===== src/rtl/regfile_reader.sv =====
// Read side of the 32-entry register file: storage, write decode and two
// registered read ports with same-cycle write bypass and a hardwired zero register.
module regfile_reader #(
  parameter int WIDTH    = 64,
  parameter int NUM_REGS = 32,
  parameter int ZERO_REG = 31
) (
  input  logic                        clk,
  input  logic                        reset_n,
  input  logic                        RegWrite,
  input  logic [$clog2(NUM_REGS)-1:0] WriteRegister,
  input  logic [WIDTH-1:0]            WriteData,
  input  logic                        ReadReq1,
  input  logic [$clog2(NUM_REGS)-1:0] ReadRegister1,
  input  logic                        ReadReq2,
  input  logic [$clog2(NUM_REGS)-1:0] ReadRegister2,
  output logic [WIDTH-1:0]            ReadData1,
  output logic                        ReadValid1,
  output logic [WIDTH-1:0]            ReadData2,
  output logic                        ReadValid2
);

  localparam int AW = $clog2(NUM_REGS);
  localparam logic [AW-1:0] ZeroIdx = AW'(ZERO_REG);

  logic [WIDTH-1:0] regs [NUM_REGS];
  logic [WIDTH-1:0] sel1;
  logic [WIDTH-1:0] sel2;
  logic             writeEn;

  assign writeEn = RegWrite && (WriteRegister != ZeroIdx);

  always_ff @(posedge clk or negedge reset_n) begin
    if (!reset_n) begin
      for (int unsigned i = 0; i < NUM_REGS; i++) begin
        regs[i] <= '0;
      end
    end else if (writeEn) begin
      regs[WriteRegister] <= WriteData;
    end
  end

  // Zero register wins over bypass, so a write aimed at it can never leak out.
  always_comb begin
    sel1 = regs[ReadRegister1];
    if (ReadRegister1 == ZeroIdx) begin
      sel1 = '0;
    end else if (RegWrite && (WriteRegister == ReadRegister1)) begin
      sel1 = WriteData;
    end
  end

  always_comb begin
    sel2 = regs[ReadRegister2];
    if (ReadRegister2 == ZeroIdx) begin
      sel2 = '0;
    end else if (RegWrite && (WriteRegister == ReadRegister2)) begin
      sel2 = WriteData;
    end
  end

  always_ff @(posedge clk or negedge reset_n) begin
    if (!reset_n) begin
      ReadData1  <= '0;
      ReadValid1 <= 1'b0;
      ReadData2  <= '0;
      ReadValid2 <= 1'b0;
    end else begin
      ReadValid1 <= ReadReq1;
      ReadValid2 <= ReadReq2;
      if (ReadReq1) begin
        ReadData1 <= sel1;
      end
      if (ReadReq2) begin
        ReadData2 <= sel2;
      end
    end
  end

endmodule


===== config.mk =====
export PLATFORM = sky130hd
export DESIGN_NAME = regfile_reader
export DESIGN_NICKNAME = d
export VERILOG_FILES = /design/src/rtl/regfile_reader.sv
export SDC_FILE = /design/constraint.sdc
export NUM_CORES = 2
export LEC_CHECK = 0
export BUFFER_PORTS_ARGS = -buffer_cell sky130_fd_sc_hd__buf_2
export CAP_MARGIN = 20
export CORE_UTILIZATION = 52
export DETAILED_ROUTE_END_ITERATION = 8
export GPL_TIMING_DRIVEN = 0
export PLACE_DENSITY_LB_ADDON = 0.05
export SYNTH_ARGS = -nofsm -noshare
export SYNTH_HDL_FRONTEND = slang
export SYNTH_SLANG_ARGS = --single-unit

===== constraint.sdc =====
create_clock -name clk -period 3.2 [get_ports clk]
set_clock_uncertainty 0.05 [all_clocks]
set_input_delay 0.32 -clock clk [delete_from_list [all_inputs] [get_ports clk]]
set_output_delay 0.32 -clock clk [all_outputs]
set_load 0.01 [all_outputs]

==> run metrics <==
CTS H-tree depth=4; placer congestion estimate=0.944; DRT Wirelength=433000 microns; Yosys top cell area share=0.478; P_leak=57.0 nW; clk_lat worst skew=0.90 ns; dpl hpwl=307000 microns; xor and xnor area share after synthesis=0.000768; Worst setup EP type=flip-flop; cts hold-fix bufs=68; via count=79800; synthesized area per cell=14.3 sq um; maximum clock rate=292 MHz; First-pass DRT Iterations=8; CTS tree=done; Final Total Pwr=81.7 mW; #FFs+latches synth=2178; Startpoint Class=input port; Final Critical Period=3.42 ns; fillers=17300; worst setup margin=-0.223 ns; DRT iter0 DRCs=8414; Worst Path Required=3.94 ns; DRC viols=0; r2r worst-path depth=5; final core utilization=0.593; first-pass GRT wire length=612000 microns; Clock Sinks=2178; CP max FO=10; final hold vios=222; number of I/O port buffers=202; adder-cell share of the synthesized area=0; gr usage total=0.391; largest family of logic cells by synthesized area=multiplexers; CTS clk-pin slew, worst paths=0.06 ns; RR Startpoint=regs[571]; Post-synth top flop=dfrtp_1; IO Pins=214; Max Cap Viol=0; status=finished, violations left; Post-Synth Simple-Gate Area=0.0118; worst hold path type=input port to async pin; P_int=58.5 mW; vias in the first global route=81300; Worst Path Arrival=4.16 ns; Die ar.=221000 sq um; flop-to-flop setup slack=0.52 ns; Post-CTS Repair Setup Buffers=0; Worst R2R End=ReadData2[59]; Synth Area in Compound Gates=0.0703; Ys Warns=0; layout cells sized above 1=0.429; Post-Syn Instances=7962; routed length per instance=37.3 microns; initial antenna violation count=48; Comb pwr share=0.200; core box area=218000 sq um; Slew @ Worst Pin=1.32 ns; crit path kind=input port to flip-flop; Sequential Power Share=0.449; failing checks=hold timing, setup timing; top cells by area, synth=dfrtp_1, mux2_2, mux4_2; Final nets=8618; Yosys top cell by area=dfrtp_1; placed insts=11100; Die Y=470 microns; Setup Viol. Count Final=64; Slew HR=0.116; non-filler cells, final=11600; DR vias/cell=6.87; width of the die=470 microns; Overflow after GRT=0; DRT antenna net count=0; post-synth net total=8046; CTS buffer count=238; number of enable flip-flop cells after synthesis=0; Switching Fraction=0.284; Worst VDD drop=0.000551 V; Initial Util=0.524; Post-synth ARST share=1.00; Distinct cells, synth=41; FP Rows=171; period utilization=1.07; root buffer cell=clkbuf_16; largest net degree at the start of global routing=173; Clock Path Buffers=3; WHS=-0.610 ns; area growth from synthesis to layout=13.1%; Clk pwr share=0.351; max-slew violation count=0; multiplexer share of the synthesized area=0.402; Net Switching=23.2 mW; Seq/Total Area, Yosys=0.478; synthesized area=114000 sq um; Power per Cell Area=633 nW/um^2
cell usage after synthesis, drive strengths merged (2+ instances only):
library cell / n
nand4: 2
o221ai: 128
nand2: 77
xnor2: 10
and2: 56
clkbuf: 570
a211oi: 246
inv: 3
nor2b: 69
a2bb2oi: 56
o22ai: 127
a21oi: 184
nor3b: 5
dfrtp: 2178
a221oi: 79
a221o: 128
mux4: 641
nand3b: 6
o21bai: 2
mux2: 2048
mux2i: 832
nand3: 4
nor2: 18
buf: 346
o21ai: 137
nor3: 3
critical path, cell delays in order:
cell      delay, ns
buf_4          0.31
nand3b_1       0.16
buf_2          0.62
buf_2          0.48
buf_2          0.65
o221ai_1       0.20
a221oi_1       0.83
a211oi_1       0.20
a221o_1        0.32
power groups by stage:
stage	Combinational [mW]	Sequential [mW]	Clock, mW
after floorplan	11.4	35.7	0
after global placement	15.5	36.7	0
after detailed placement	16.1	36.9	0
after CTS	16.3	36.4	28.9
after global routing	17.3	37.2	30.0
final	16.4	36.6	28.7
layout make-up:
class	instances	area, sq um	area share
Tap cell	2854	3570	0.0277
Inverter	4	15.0	0.000116
Clock inverter	81	1010	0.00784
Multi-Input combinational cell	4864	55300	0.429
Antenna cell	28	70.1	0.000543
Sequential cell	2178	54500	0.423
Timing Repair Buffer	332	3120	0.0242
Buffer	916	4300	0.0334
Clock buffer	354	7050	0.0547
registers in the layout (all words and copies together) (netlist names):
| signal | flops |
|---|---|
| ReadData1 | 64 |
| ReadValid1 | 1 |
| regs | 2048 |
| ReadValid2 | 1 |
| ReadData2 | 64 |
per-layer routing:
| layer | part of all wire | global-route usage | vias up |
|---|---|---|---|
| met5 | 0.00020 | 0 | - |
| met4 | 0.089 | 0.298 | 14 |
| met3 | 0.084 | 0.0929 | 1118 |
| met2 | 0.44 | 0.564 | 3968 |
| met1 | 0.39 | 0.512 | 42800 |
| li1 | - | - | 31900 |
cells by family after synthesis:
family | count (synthesis)
multiplexers | 3521
flip-flops | 2178
AO/OA/AOI/OAI | 1088
buffers and inverters | 920
AND/OR/NAND/NOR | 245
XOR/XNOR | 10
layout by cell type, fill, tap and decap left out, types with 7 or more instances in the layout:
cell type      netlist  routed
a221o_1            128     128
o221ai_1           128     128
and2_1              56      56
dfrtp_1           2178    2178
a211oi_1           216     214
buf_4               43      45
clkbuf_1           569     603
diode_2              0      28
a2bb2oi_1           56      56
clkbuf_8             0      53
mux2_2            2048    2048
nand2_2              0       7
clkinv_2             0      50
nor2b_1             69      69
bufinv_16            0      22
mux2i_1            832     832
clkbuf_16            0     244
nand2_1             77      70
buf_1               25      20
a221oi_1            79      79
clkbuf_2             1      24
a211oi_2            30      32
nor2_2              10      12
buf_2              229     431
o21ai_0            137     137
a21oi_1            184     184
dlygate4sd3_1        0      66
mux4_2             641     641
o22ai_1            127     127
buf_6               49      55
xnor2_1             10      10
buf_16               0      33
buf_8                0      18
stage by stage:
stage	hold slack [ns]	TNS, ns	setup WS, ns	instance area [sq um]
final	-0.610	-4.55	-0.223	129000
after global routing	-0.559	-0.0137	-0.0137	129000
after CTS	-0.584	0	0.00788	129000
after detailed placement	0.377	-606.03	-1.90	120000
after global placement	0.411	-	-47.52	119000
after floorplan	-0.0256	0	1.01	114000
repair_timing:
action	4_1_cts	5_1_grt
resized for setup	5	9
endpoints found under the hold margin	391	142
endpoints found under the setup margin	313	10
cloned	4	0
how the worst max path moves through the flow:
stage | slack [ns] | end | start | depth (start not counted)
6_report | -0.22 | ReadData2[59] | ReadRegister2[1] | 9
2_1_floorplan | 1.01 | ReadData1[55] | ReadRegister1[1] | 7
3_3_place_gp | -47.52 | regs[1807] | reset_n | 1
4_1_cts | 0.008 | ReadData1[60] | ReadRegister1[0] | 9
5_1_grt | -0.01 | ReadData2[6] | ReadRegister2[1] | 9
3_5_place_dp | -1.90 | regs[1871] | reset_n | 7
No activity file was read; power rests on OpenSTA's default activity.
